<file path="config.mk">
export PLATFORM = sky130hd
export DESIGN_NAME = wave_sample_gen_flat
export DESIGN_NICKNAME = d
export VERILOG_FILES = /design/src/rtl/wave_pkg.sv /design/src/rtl/wave_sample_gen_if.sv /design/src/rtl/wave_shaper.sv /design/src/rtl/wave_sample_gen.sv /design/src/flat_wrapper.sv
export SDC_FILE = /design/constraint.sdc
export NUM_CORES = 1
export LEC_CHECK = 0
export BUFFER_PORTS_ARGS = -buffer_cell sky130_fd_sc_hd__buf_2
export CAP_MARGIN = 20
export CORE_MARGIN = 4
export CORE_UTILIZATION = 40
export CTS_CLUSTER_DIAMETER = 40
export CTS_CLUSTER_SIZE = 40
export DETAILED_ROUTE_END_ITERATION = 7
export PLACE_DENSITY = 0.66
export SLEW_MARGIN = 20
export SYNTH_ARGS = -nofsm -noshare
export SYNTH_HDL_FRONTEND = slang
export SYNTH_SLANG_ARGS = --single-unit
</file>
<file path="constraint.sdc">
create_clock -name clk -period 6 [get_ports clk]
set_clock_uncertainty 0.2 [all_clocks]
set_input_delay 1.2 -clock clk [delete_from_list [all_inputs] [get_ports clk]]
set_output_delay 1.2 -clock clk [all_outputs]
set_load 0.05 [all_outputs]
</file>
<file path="src/rtl/wave_pkg.sv">
// Shared types and default widths for the sample-rate waveform generator.
package wave_pkg;

  localparam int PHASE_W_DEF = 16;
  localparam int OUT_W_DEF   = 12;

  typedef enum logic [1:0] {
    SHAPE_SQUARE = 2'd0,
    SHAPE_SAW    = 2'd1,
    SHAPE_TRI    = 2'd2,
    SHAPE_DC     = 2'd3
  } shape_t;

endpackage

</file>
<file path="src/rtl/wave_sample_gen_if.sv">
// Configuration ready/valid channel for wave_sample_gen.
interface wave_sample_gen_if
  import wave_pkg::*;
#(
  parameter int PHASE_W = PHASE_W_DEF,
  parameter int OUT_W   = OUT_W_DEF
) ();

  logic               cfg_valid;
  logic               cfg_ready;
  shape_t             cfg_shape;
  logic [PHASE_W-1:0] cfg_step;
  logic [OUT_W:0]     cfg_amp;
  logic               cfg_phase_rst;

  modport master (
    output cfg_valid, cfg_shape, cfg_step, cfg_amp, cfg_phase_rst,
    input  cfg_ready
  );

  modport slave (
    input  cfg_valid, cfg_shape, cfg_step, cfg_amp, cfg_phase_rst,
    output cfg_ready
  );

endinterface

</file>
<file path="src/rtl/wave_shaper.sv">
// Combinational waveform lookup and gain stage: top phase bits, shape and amp -> scaled sample.
module wave_shaper
  import wave_pkg::*;
#(
  parameter int OUT_W = OUT_W_DEF
) (
  input  logic [OUT_W:0]   i_phase_hi,
  input  shape_t           i_shape,
  input  logic [OUT_W:0]   i_amp,
  output logic [OUT_W-1:0] o_sample
);

  localparam int             PROD_W = 2 * OUT_W + 1;
  localparam logic [OUT_W:0] UNITY  = {1'b1, {OUT_W{1'b0}}};

  logic             w_msb;
  logic [OUT_W-1:0] w_saw;
  logic [OUT_W-1:0] w_tri;
  logic [OUT_W-1:0] w_raw;
  logic [OUT_W:0]   w_gain;
  logic [PROD_W-1:0] w_prod;

  // Only the OUT_W+1 most significant phase bits ever reach the waveform.
  assign w_msb = i_phase_hi[OUT_W];
  assign w_saw = i_phase_hi[OUT_W:1];
  assign w_tri = i_phase_hi[OUT_W-1:0];

  always_comb begin
    // NOTE: default assignment first so every path drives w_raw; no latch is inferred.
    w_raw = '0;
    case (i_shape)
      SHAPE_SQUARE: w_raw = {OUT_W{w_msb}};
      SHAPE_SAW:    w_raw = w_saw;
      SHAPE_TRI:    w_raw = w_msb ? ~w_tri : w_tri;
      SHAPE_DC:     w_raw = {1'b1, {(OUT_W-1){1'b0}}};
      default:      w_raw = '0;
    endcase
  end

  assign w_gain   = (i_amp > UNITY) ? UNITY : i_amp;
  assign w_prod   = PROD_W'(w_raw) * PROD_W'(w_gain);
  assign o_sample = OUT_W'(w_prod >> OUT_W);

endmodule

</file>
<file path="src/rtl/wave_sample_gen.sv">
// Tick-driven phase accumulator with glitch-free config apply and a registered,
// amplitude-scaled waveform output one clock after each tick.
module wave_sample_gen
  import wave_pkg::*;
#(
  parameter int PHASE_W = PHASE_W_DEF,
  parameter int OUT_W   = OUT_W_DEF
) (
  input  logic             clk,
  input  logic             rst_n,
  input  logic             i_tick,
  input  logic             i_enable,
  wave_sample_gen_if.slave cfg_if,
  output logic [OUT_W-1:0] o_sample,
  output logic             o_sample_valid,
  output logic             o_wrap
);

  // Shadow copy of an accepted config, waiting for the next tick.
  logic               r_pending;
  shape_t             r_sh_shape;
  logic [PHASE_W-1:0] r_sh_step;
  logic [OUT_W:0]     r_sh_amp;
  logic               r_sh_phase_rst;

  shape_t             r_shape;
  logic [PHASE_W-1:0] r_step;
  logic [OUT_W:0]     r_amp;

  logic [PHASE_W-1:0] r_phase;
  logic               r_s1_valid;
  logic               r_s1_wrap;

  logic               w_accept;
  logic               w_apply;
  logic [PHASE_W-1:0] w_step;
  logic [PHASE_W:0]   w_sum;
  logic [OUT_W-1:0]   w_shaped;

  assign cfg_if.cfg_ready = !r_pending;
  assign w_accept = cfg_if.cfg_valid && !r_pending;
  // A config accepted on a tick cycle is not yet pending, so it waits for the next tick.
  assign w_apply  = i_tick && r_pending;
  assign w_step   = w_apply ? r_sh_step : r_step;
  assign w_sum    = {1'b0, r_phase} + {1'b0, w_step};

  // NOTE: sequential state uses non-blocking assignments so every register samples pre-edge values.
  always_ff @(posedge clk or negedge rst_n) begin
    if (!rst_n) begin
      r_pending      <= 1'b0;
      r_sh_shape     <= SHAPE_SAW;
      r_sh_step      <= '0;
      r_sh_amp       <= '0;
      r_sh_phase_rst <= 1'b0;
      r_shape        <= SHAPE_SAW;
      r_step         <= '0;
      r_amp          <= '0;
      r_phase        <= '0;
      r_s1_valid     <= 1'b0;
      r_s1_wrap      <= 1'b0;
    end else begin
      if (w_accept) begin
        r_sh_shape     <= cfg_if.cfg_shape;
        r_sh_step      <= cfg_if.cfg_step;
        r_sh_amp       <= cfg_if.cfg_amp;
        r_sh_phase_rst <= cfg_if.cfg_phase_rst;
      end

      if (w_apply) begin
        r_pending <= 1'b0;
        r_shape   <= r_sh_shape;
        r_step    <= r_sh_step;
        r_amp     <= r_sh_amp;
      end else if (w_accept) begin
        r_pending <= 1'b1;
      end

      r_s1_valid <= i_tick && i_enable;
      r_s1_wrap  <= 1'b0;
      if (i_tick) begin
        if (w_apply && r_sh_phase_rst) begin
          r_phase <= '0;
        end else if (i_enable) begin
          r_phase   <= w_sum[PHASE_W-1:0];
          r_s1_wrap <= w_sum[PHASE_W];
        end
      end
    end
  end

  wave_shaper #(
    .OUT_W (OUT_W)
  ) u_shaper (
    .i_phase_hi (r_phase[PHASE_W-1 -: OUT_W+1]),
    .i_shape    (r_shape),
    .i_amp      (r_amp),
    .o_sample   (w_shaped)
  );

  // Output stage: sample holds its last value between strobes.
  always_ff @(posedge clk or negedge rst_n) begin
    if (!rst_n) begin
      o_sample       <= '0;
      o_sample_valid <= 1'b0;
      o_wrap         <= 1'b0;
    end else begin
      o_sample_valid <= r_s1_valid;
      o_wrap         <= r_s1_wrap;
      if (r_s1_valid) begin
        o_sample <= w_shaped;
      end
    end
  end

endmodule

</file>
<file path="src/flat_wrapper.sv">
// flat-port wrapper written by rule: the top's interface ports become plain ports
module wave_sample_gen_flat import wave_pkg::*;
#(
  parameter int PHASE_W = PHASE_W_DEF,
  parameter int OUT_W   = OUT_W_DEF
)
  (clk, rst_n, i_tick, i_enable, o_sample, o_sample_valid, o_wrap, cfg_if_cfg_valid, cfg_if_cfg_shape, cfg_if_cfg_step, cfg_if_cfg_amp, cfg_if_cfg_phase_rst, cfg_if_cfg_ready);
  wave_sample_gen_if #(.PHASE_W(PHASE_W), .OUT_W(OUT_W)) cfg_if_i ();
  input  logic clk;
  input  logic rst_n;
  input  logic i_tick;
  input  logic i_enable;
  output logic [OUT_W-1:0] o_sample;
  output logic o_sample_valid;
  output logic o_wrap;
  input wire logic [$bits(cfg_if_i.cfg_valid)-1:0] cfg_if_cfg_valid;
  input wire logic [$bits(cfg_if_i.cfg_shape)-1:0] cfg_if_cfg_shape;
  input wire logic [$bits(cfg_if_i.cfg_step)-1:0] cfg_if_cfg_step;
  input wire logic [$bits(cfg_if_i.cfg_amp)-1:0] cfg_if_cfg_amp;
  input wire logic [$bits(cfg_if_i.cfg_phase_rst)-1:0] cfg_if_cfg_phase_rst;
  output wire logic [$bits(cfg_if_i.cfg_ready)-1:0] cfg_if_cfg_ready;
  assign cfg_if_i.cfg_valid = cfg_if_cfg_valid;
  assign cfg_if_i.cfg_shape = cfg_if_cfg_shape;
  assign cfg_if_i.cfg_step = cfg_if_cfg_step;
  assign cfg_if_i.cfg_amp = cfg_if_cfg_amp;
  assign cfg_if_i.cfg_phase_rst = cfg_if_cfg_phase_rst;
  assign cfg_if_cfg_ready = cfg_if_i.cfg_ready;
  wave_sample_gen #(.PHASE_W(PHASE_W), .OUT_W(OUT_W)) u_core (.clk(clk), .rst_n(rst_n), .i_tick(i_tick), .i_enable(i_enable), .cfg_if(cfg_if_i), .o_sample(o_sample), .o_sample_valid(o_sample_valid), .o_wrap(o_wrap));
endmodule
</file>
* Word-level counts from Yosys, hierarchy flattened
Cells that the tools add are included.
Cells by class: $add $sub $neg 1, $mul 1, order comparisons 1, equal/unequal tests 3, multiplexer cells 11, bitwise gates (word level) 1, reduce and logical (&&, ||, !) cells 9
Operator list (count):
- two-way mux 16 bit | 3
- one-hot mux 12 bit (4 select lines) | 1
- multiplier 12 x 13 -> 24 bit | 1
- adder 16 x 16 -> 17 bit | 1
- > comparator 13 bit (second input constant) | 1
- two-way mux 13 bit | 1
- two-way mux 12 bit | 1
- NOT 12 bit | 1
- two-way mux 1 bit | 5
- equality test 2 bit (second input constant) | 2
- logical AND 1 bit | 4
- nonzero test 2 bit | 2
- equality test 2 x 1 -> 1 bit (second input constant) | 1
- logical NOT 2 bit | 1
- AND reduction 2 bit | 1
- logical NOT 1 bit | 1
Word-level totals: register bits after elaboration 96, bits of input ports 37, output and inout port bits 15, logic and storage cells 41

* Logic depth before layout (Yosys ltp)
Gate-level depths: netlist of the first run.
depth after elaboration 6, depth in mapped cells 24, mapped depth without buffers 22

* By module
A second synthesis of the first run with hierarchy kept.
Unflattened totals: cells, all modules 971, area, all modules 9430.3 um^2
By module, submodules not included:
- wave_shaper | times used 1, cells each 626, area an instance 5024.8 um^2
- wave_sample_gen | times used 1, cells each 345, area an instance 4405.5 um^2

* Worst setup path before layout of the first run
OpenSTA, ideal clock, no wires.
path type reg-to-reg, start reg u_core.r_phase[15], end reg u_core.o_sample[5], arrival time 5.949 ns, data required time 5.675 ns, setup slack -0.274 ns, cell stages (with the launch flop) 23, clock period less this slack 6.274 ns, cells stage by stage dfrtp_1 > clkbuf_1 > buf_1 > xor2_1 > o21ai_0 > clkbuf_1 > nand2_1 > fa_1 > fa_1 > inv_1 > fa_1 > fa_1 > inv_1 > fa_1 > inv_1 > ha_1 > a211oi_1 > nand2_1 > o311ai_0 > a21o_1 > o221ai_1 > xor2_1 > mux2_2
Between the ends: word-level cells in the longest chain between the ends 3
Ends and longest elaborated chain:
- from (decl) | RTL line wave_sample_gen.sv:30 | logic [PHASE_W-1:0] r_phase;
- from (signal assigned) | RTL line wave_sample_gen.sv:84 | r_phase <= w_sum[PHASE_W-1:0];
- two-way mux 12 bit | RTL line wave_shaper.sv:34 | SHAPE_TRI: w_raw = w_msb ? ~w_tri : w_tri;
- one-hot mux 12 bit (4 select lines) * | RTL line wave_shaper.sv:31 | case (i_shape)
- multiplier 12 x 13 -> 24 bit * | RTL line wave_shaper.sv:41 | assign w_prod = PROD_W'(w_raw) * PROD_W'(w_gain);
- to (signal assigned) | RTL line wave_sample_gen.sv:110 | o_sample <= w_shaped;
- to (decl) | RTL line wave_sample_gen.sv:14 | output logic [OUT_W-1:0] o_sample,
Mark *: on every way between the ends. The rest lies on a longest branch, timed or not. A chain may end at the register's enable or synchronous reset.

* Worst setup path in the final report of the first run
start reg u_core.r_shape[0], end reg u_core.o_sample[11]
Between the ends: word-level cells in the longest chain between the ends 3, elaborated cells between the ends (all ways) 6
Ends and longest elaborated chain:
- from (decl) | RTL line wave_sample_gen.sv:26 | shape_t r_shape;
- from (signal assigned) | RTL line wave_sample_gen.sv:71 | r_shape <= r_sh_shape;
- equality test 2 bit (tied with other cells) | RTL line wave_shaper.sv:31
- one-hot mux 12 bit (4 select lines) * | RTL line wave_shaper.sv:31
- multiplier 12 x 13 -> 24 bit * | RTL line wave_shaper.sv:41
Marks and branches as above.

==> results of run 1 <==
[synth_stat cells, drive strengths merged (2+ instances only)]
cell type / count
and3: 4
nand3: 9
a221oi: 3
and4: 2
nor2b: 16
xnor2: 20
clkbuf: 25
fa: 109
a21o: 18
a2111o: 2
nor2: 34
nand4: 3
inv: 151
nor3: 4
a31oi: 6
ha: 72
o311ai: 2
a221o: 2
o31ai: 5
nand2: 143
and2: 22
o221ai: 2
dfstp: 2
buf: 13
a211oi: 5
o21a: 8
xor2: 19
a22o: 16
mux2: 72
a21oi: 20
nor4bb: 2
o21ai: 18
o21bai: 2
nand2b: 10
dfrtp: 94
[timing repair]
action	CTS	global route
buffers inserted	2	16
hold endpoints to repair	0	0
endpoints found under the setup margin	10	12
resized for setup	5	56
pin swaps	0	28
gates cloned	0	0
[routing by layer]
metal | up-vias | share of wire
met5 | - | 0
met4 | 0 | 0.012
met3 | 19 | 0.038
met2 | 108 | 0.52
met1 | 3443 | 0.43
li1 | 3221 | -
[cell families after synthesis]
group	Yosys count	synth area share
AND/OR/NAND/NOR	250	0.121
buffers and inverters	189	0.0770
XOR/XNOR	39	0.0366
flip-flops	96	0.258
AO/OA/AOI/OAI	114	0.0885
multiplexers	73	0.0881
adder cells (fa/ha/maj)	181	0.331
[final cells by class]
class | count | area (um^2) | area share
clock buffers | 9 | 225 | 0.0205
clock inverters | 7 | 81.3 | 0.00741
inverters | 151 | 567 | 0.0516
multi-input cells | 657 | 6430 | 0.585
flip-flops and latches | 96 | 2410 | 0.219
well taps | 313 | 392 | 0.0357
repair buffers | 126 | 881 | 0.0802
[sequential cells by signal, summed over array words and instances, names as in the netlist]
| name | cells |
|---|---|
| u_core.o_sample | 12 |
| u_core.r_sh_shape | 2 |
| u_core.r_amp | 13 |
| u_core.r_sh_step | 16 |
| u_core.r_sh_amp | 13 |
| u_core.o_wrap | 1 |
| u_core.r_sh_phase_rst | 1 |
| u_core.o_sample_valid | 1 |
| u_core.r_pending | 1 |
| u_core.r_s1_wrap | 1 |
| u_core.r_shape | 2 |
| u_core.r_s1_valid | 1 |
| u_core.r_step | 16 |
| u_core.r_phase | 16 |
[final timing paths]
path | start | to | slack [ps] | depth (start not counted)
min reg2reg | u_core.r_s1_wrap$_DFF_PN0_ | u_core.o_wrap$_DFF_PN0_ | 150 | 0
min in group asynchronous | rst_n | u_core.r_s1_valid$_DFF_PN0_ | 720 | 1
max in group asynchronous | rst_n | u_core.r_step[8]$_DFF_PN0_ | 3890 | 2
max reg2reg | u_core.r_shape[0]$_DFFE_PN1P_ | u_core.o_sample[11]$_DFFE_PN0P_ | 110 | 21
min | u_core.r_s1_wrap$_DFF_PN0_ | u_core.o_wrap$_DFF_PN0_ | 150 | 0
max | u_core.r_shape[0]$_DFFE_PN1P_ | u_core.o_sample[11]$_DFFE_PN0P_ | 110 | 21
[per-stage QoR]
step            util  TNS [ps]  cell area (um^2)
3_3_place_gp   0.451     -21.8             10300
4_1_cts        0.466         0             10600
5_1_grt        0.482      -435             11000
6_report       0.482         0             11000
2_1_floorplan      -         0              9330
3_5_place_dp   0.451      -825             10300
==> metrics.md, run 1 <==
| Metric | Value |
|---|---|
| Status | completed |
| Die span in y | 161 um |
| Most frequent cells in the layout | inv_1, nand2_1, fa_1 |
| Routed WL per cell | 14.8 um |
| Slew Limit Fails | 0 |
| FF+latch count, synth | 96 |
| WS Path Type | flip-flop to flip-flop |
| Pre-CTS WS | -159 ps |
| Largest net degree at the start of global routing | 62 |
| Yosys top cell by area | dfrtp_1 |
| ANT cells | 0 |
| Vias | 6791 |
| Starting Density | 0.409 |
| CTS buffer count | 9 |
| Total GRT Usage | 0.159 |
| Main flop type after synthesis | dfrtp_1 |
| Slowest stage delay, CP | between 500 and 600 ps |
| CP Launch Type | flip-flop |
| Crit path arrival time | 5900 ps |
| CP endpoint kind | flip-flop |
| Later-pin clock latency in the skew report | 350 ps |
| CP cell instances | buf_6 > o21a_1 > nor2_1 > a31oi_2 > buf_4 > nand2_1 > fa_1 > inv_1 > fa_1 > inv_1 > fa_1 > inv_1 > fa_1 > ha_1 > ha_1 > nand4_1 > o221ai_4 > a221oi_2 > o31ai_2 > xnor2_1 > a21oi_1 |
| Final Cycle Share | 0.982 |
| CP most frequent cell | fa_1 |
| Met2 Track Usage GR | 0.283 |
| Post-synth EDFFs | 0 |
| Die area | 25800 um^2 |
| Post-placement cell count | ~1300 |
| CP top delay family | adder cells |
| Final hold vios | 0 |
| Syn_nets | approximately 1200 |
| Hold Crit Class | flip-flop to flip-flop |
| Total Nets Final | between 1000 and 1500 |
| DRC viols | 0 |
| Vias in the first global route | 7133 |
| Maximum fanout along the worst path | 20 |
| Sink Count | 96 |
| Hold-fix buffers, CTS | 0 |
| First-pass GRT wire length | ~34000 um |
| GRT busiest layer | met2 |
| CTS Buffer Depth | 2 |
| Post-synth cell types | 49 |
| Async set-reset flop share out of synthesis | 1.00 |
| H-tree levels | 3 |
| Synth Instances | 942 |
| Commonest non-fill, non-tap cell in the layout | inv_1 |
| Die W | 161 um |
| Dominant cells by area after synthesis | dfrtp_1, fa_1, ha_1, mux2_2, inv_1 |
| Clock slew at reported path FFs | 80 ps |
| Max cap viols | 0 |
| Total number of yosys warnings | 0 |
| Initial DRC count | between 200 and 300 |
| Mapped Area | 9320 um^2 |
| Final worst path period need | 5890 ps |
| Worst slew pin tran | 806 ps |
| Core area | 22800 um^2 |
| Share of cells above drive strength 1 | 0.253 |
| Rows | 55 |
| Antenna violations before repair | 0 |
| Final setup vio count | 0 |
| Antenna-violating nets left | 0 |
| Fin cells | 1359 |
| Setup ws final | 110 ps |
| Required @ worst endpoint | 6010 ps |
| Congestion Overflow GR | 0 |
| RSZ-0062 raised after global routing | yes |
| CTS tree | done |
| Slowest CP cell | fa_1 |
| CTS root buf | clkbuf_16 |
| Fill cells | around 2100 |
| Sequential share of the synthesized area | 0.258 |
| Grt met3 use | 0.0236 |
| Gp weighted congestion | approximately 0.89 |
| Buffers on Ports | 51 |
| Drt pass-1 iters | 4 |
| Worst hold margin | roughly 150 ps |
| CP Buf/Inv Count | 5 |
| Via density | 5.00 |
| Max frequency | 0.170 GHz |
| Average size of a mapped cell | 9.90 um^2 |
| Slew headroom | 0.461 |
| Yosys top cell area share | 0.252 |
| Area Growth Syn to Fin | 17.8% |
| Drt total wl | 20100 um |
| Global routing usage on met1 | 0.204 |
| I/O pin cnt | 52 |
| DPL Wire Length | 15700 um |
Power of run 1 is not shown: default switching activity piles up to over one toggle a cycle in this logic, so the estimate is an artifact.
==> inputs of run 2 (changes only) <==
Settings changed: PLACE_DENSITY 0.66 to 0.64.
Clock period 6 ns to 6.19 ns, I/O delays scaled along.
==> metrics.md, run 2 (same netlist as run 1, synthesis figures left out) <==
| Metric | Value |
|---|---|
| Antenna violations before repair | 0 |
| Setup ws final | ~270 ps |
| Core Util, Final | 0.462 |
| Core area | about 23000 um^2 |
| Maximum fanout along the worst path | 13 |
| CP cell instances | buf_4 > nand2_1 > xor2_1 > o21a_1 > nor2_1 > fa_1 > inv_1 > fa_1 > inv_1 > fa_1 > fa_1 > inv_1 > fa_1 > inv_1 > ha_1 > a21o_1 > a31oi_2 > o221ai_2 > a21oi_1 > o31ai_1 > xor2_1 > mux2_2 |
| Antenna-violating nets left | 0 |
| CTS tree | done |
| Final Instance Area | 10500 um^2 |
| Starting Density | 0.409 |
| CTS buffer count | 9 |
| Drt total wl | 19200 um |
| Most frequent cells in the layout | inv_1, nand2_1, fa_1 |
| Final Cycle Share | 0.956 |
| Post-placement cell count | 1308 |
| Slowest CP cell | fa_1 |
| Initial DRC count | 288 |
| Final hold vios | 0 |
| Final worst path period need | 5920 ps |
| Buffers on Ports | just over 50 |
| Total GRT Usage | 0.158 |
| Fin cells | 1327 |
| CTS root buf | clkbuf_16 |
| DRC viols | 0 |
| CTS Buffer Depth | 2 |
| CP top delay family | adder cells |
| Regs by FF count | u_core.r_phase: 16 flops, u_core.r_sh_step: 16 flops, u_core.r_step: 16 flops |
| Die span in y | 161 um |
| Die area | 25800 um^2 |
| Crit path arrival time | 5950 ps |
| Vias in the first global route | approximately 7200 |
| Commonest non-fill, non-tap cell in the layout | inv_1 |
| Status | completed |
| CP most frequent cell | fa_1 |
| Gp weighted congestion | a little under 0.9 |
| Hold Crit Class | flip-flop to flip-flop |
| Max frequency | approximately 0.17 GHz |
| Total Nets Final | 1227 |
| Final setup vio count | 0 |
| Vias | approximately 6600 |
| Via density | 5.00 |
| Slew headroom | 0.520 |
| CP endpoint kind | flip-flop |
| First-pass GRT wire length | roughly 34000 um |
| Worst slew pin tran | 720 ps |
| Die W | between 150 and 200 um |
| Area Growth Syn to Fin | 12.9% |
| Later-pin clock latency in the skew report | roughly 350 ps |
| Max cap viols | 0 |
| Pre-CTS WS | 3.08 ps |
| Clock slew at reported path FFs | 70 ps |
| Rows | 55 |
| Largest net degree at the start of global routing | 58 |
| Drt pass-1 iters | 5 |
| Congestion Overflow GR | 0 |
| Routed WL per cell | about 14 um |
| WS Path Type | flip-flop to flip-flop |
| Share of cells above drive strength 1 | 0.199 |
| Slowest stage delay, CP | 530 ps |
| CP Launch Type | flip-flop |
| DPL Wire Length | 15200 um |
| Area after DPL | a little over 10000 um^2 |
| H-tree levels | 3 |
| I/O pin cnt | 52 |
| Slew Limit Fails | 0 |
| ANT cells | 0 |
| Required @ worst endpoint | 6230 ps |
| R2R Setup Slk | 270 ps |
| Sink Count | 96 |
| CP Buf/Inv Count | 5 |
run 2: layout make-up:
class                      instances  area (um^2)
multi-input combinational        657         6250
fill                            2166        12300
inverter                         151          567
clock buffer                       9          225
sequential                        96         2410
tap                              313          392
clock inverter                     7         96.3
timing repair buffer              94          581
run 2: per-layer routing:
layer | vias up | part of all wire | track usage
met2 | 136 | 0.50 | 0.273
met3 | 29 | 0.044 | 0.0257
met4 | 0 | 0.021 | 0.0465
met1 | 3308 | 0.43 | 0.205
met5 | - | 0 | 0
li1 | 3160 | - | -
run 2: final timing paths:
kind | cells after the start | startpoint | end
worst max-delay path | 22 | u_core.r_shape[1]$_DFFE_PN0P_ | u_core.o_sample[8]$_DFFE_PN0P_
worst min-delay path | 0 | u_core.r_s1_wrap$_DFF_PN0_ | u_core.o_wrap$_DFF_PN0_
worst max register to register | 22 | u_core.r_shape[1]$_DFFE_PN0P_ | u_core.o_sample[8]$_DFFE_PN0P_
worst min register to register | 0 | u_core.r_s1_wrap$_DFF_PN0_ | u_core.o_wrap$_DFF_PN0_
max in group asynchronous | 2 | rst_n | u_core.r_phase[15]$_DFFE_PN0P_
min in group asynchronous | 1 | rst_n | u_core.r_sh_step[9]$_DFFE_PN0P_
run 2: stage by stage:
step	TNS (ps)	hold WS, ps
2_1_floorplan	0	131
3_3_place_gp	0	134
3_5_place_dp	0	144
4_1_cts	0	162
5_1_grt	-8.08	168
6_report	0	156
run 2: repair_timing:
item                                    CTS  global route
setup buffers                             0             3
gates resized for setup                   1            14
endpoints found under the setup margin    1            12
hold endpoints to repair                  0             0
pin swaps                                 0             3
hold buffers                              0             0
Power of run 2 is left out for the same reason.
==> inputs of run 3 (changes only) <==
Clock period 6.19 ns to 5.6 ns, I/O delays scaled along.
==> metrics.md, run 3 (same netlist as run 1, synthesis figures left out) <==
| Metric | Value |
|---|---|
| Vias in the first global route | 7421 |
| Required @ worst endpoint | 5690 ps |
| Total Nets Final | 1308 |
| CTS Buffer Depth | 2 |
| Clock slew at reported path FFs | 80 ps |
| Setup ws final | -150 ps |
| Hold EP | u_core.o_wrap$_DFF_PN0_ |
| Largest net degree at the start of global routing | 64 |
| Core Util, Final | 0.520 |
| Total GRT Usage | 0.168 |
| Die W | 161 um |
| CTS tree | done |
| Final hold vios | 0 |
| Area Growth Syn to Fin | 27.0% |
| ANT cells | 0 |
| Drt pass-1 iters | 4 |
| Origin of the critical flop-to-flop path | u_core.r_phase[15]$_DFFE_PN0P_ |
| CP endpoint kind | flip-flop |
| Worst slew pin tran | 808 ps |
| Max frequency | about 0.17 GHz |
| Max cap viols | 0 |
| Share of cells above drive strength 1 | 0.347 |
| Die span in y | ~160 um |
| CTS root buf | clkbuf_16 |
| Slew headroom | 0.459 |
| H-tree levels | 3 |
| Via density | 4.96 |
| Worst hold path depth | 0 |
| Crit path arrival time | 5840 ps |
| Most frequent cells in the layout | inv_1, nand2_1, buf_4 |
| Area occupied by multi-input gates | 6840 um^2 |
| Worst Min Path Start | u_core.r_s1_wrap$_DFF_PN0_ |
| Gp weighted congestion | around 0.86 |
| Maximum fanout along the worst path | 7 |
| Commonest non-fill, non-tap cell in the layout | inv_1 |
| Sequential cell area | around 2400 um^2 |
| Drt total wl | about 21000 um |
| Buffers on Ports | 51 |
| Antenna-violating nets left | 0 |
| CTS buffer count | 9 |
| I/O pin cnt | 52 |
| Congestion Overflow GR | 0 |
| R2r worst-path depth | 23 |
| Failing checks | setup timing |
| RR Endpoint | u_core.o_sample[9]$_DFFE_PN0P_ |
| Sink Count | 96 |
| Starting Density | 0.409 |
| Final Cycle Share | 1.03 |
| First-pass GRT wire length | 35800 um |
| DPL Wire Length | roughly 16000 um |
| R2R Setup Slk | -150 ps |
| DRC viols | 0 |
| Status | complete, but fails checks |
| Slew Limit Fails | 0 |
| Hold Crit Class | flip-flop to flip-flop |
| RSZ-0062 raised after global routing | yes |
| Hold-fix buffers, CTS | 0 |
| Antenna violations before repair | 0 |
| Core area | 22800 um^2 |
| Routed WL per cell | 14.7 um |
| Initial DRC count | ~290 |
| Fill cells | between 2000 and 2500 |
| CP Launch Type | flip-flop |
| Final setup vio count | 11 |
| Die area | 25800 um^2 |
| Later-pin clock latency in the skew report | 360 ps |
| Rows | 55 |
| WS Path Type | flip-flop to flip-flop |
| Regs by FF count | u_core.r_phase: 16 flops, u_core.r_sh_step: 16 flops, u_core.r_step: 16 flops |
| Vias | 6984 |
| Final worst path period need | 5750 ps |
==> run 3: per-layer routing <==
metal  vias to the layer above  global-route usage  wire length (um)
met1                      3524               0.223              9310
met2                       104               0.285             10200
met3                        35              0.0236               698
li1                       3321                   -                 -
met5                         -                   0                 0
met4                         0              0.0524               442
==> run 3: final cells by class <==
class                      instances  area share
timing repair buffer             175       0.111
clock inverter                     6     0.00708
sequential                        96       0.203
clock buffer                      10      0.0202
multi-input combinational        657       0.577
inverter                         151      0.0479
tap                              313      0.0331
==> run 3: per-stage QoR <==
stage	area (um^2)	hold WS [ps]	TNS [ps]	setup slack, ps	instances
finish	11800	168	-1070	-150	1408
global route	11800	171	-3720	-361	1408
CTS	11500	171	-980	-134	1400
detailed placement	10600	153	-2090	-293	1358
global placement	10600	153	-990	-191	1358
floorplan	9470	131	0	4.69	942
==> run 3: worst max-delay path: stages, from the launching register on <==
cell      delay (ps)
dfrtp_2          470
buf_6            140
xor2_1           140
o21ai_1          150
buf_4            160
buf_6            130
nand2_4           50
fa_1             500
fa_1             500
inv_1             50
fa_1             450
fa_1             520
inv_2             40
fa_1             510
inv_2             50
ha_4             280
nand3_4           70
nor3_4           240
o21ai_4          100
o21ai_4          220
a221oi_4         120
buf_4            160
a2111o_1         360
nand3_2           60
==> run 3: worst max path at each step <==
stage | from | to | slack (ps) | cells after the start
floorplan | u_core.r_shape[1]$_DFFE_PN0P_ | u_core.o_sample[10]$_DFFE_PN0P_ | 5 | 22
global placement | u_core.r_shape[0]$_DFFE_PN1P_ | u_core.o_sample[11]$_DFFE_PN0P_ | -190 | 21
detailed placement | u_core.r_shape[1]$_DFFE_PN0P_ | u_core.o_sample[11]$_DFFE_PN0P_ | -290 | 22
CTS | u_core.r_shape[0]$_DFFE_PN1P_ | u_core.o_sample[11]$_DFFE_PN0P_ | -130 | 20
global route | u_core.r_phase[15]$_DFFE_PN0P_ | u_core.o_sample[9]$_DFFE_PN0P_ | -360 | 23
finish | u_core.r_phase[15]$_DFFE_PN0P_ | u_core.o_sample[9]$_DFFE_PN0P_ | -150 | 23
==> run 3: repair_timing <==
action                                  CTS  global route
pin swaps                                46            39
endpoints found under the hold margin     0             0
gates resized for setup                  79            63
cloned                                    1             0
endpoints found under the setup margin   12            12
setup buffers                            26            10
Power of run 3 is left out for the same reason.
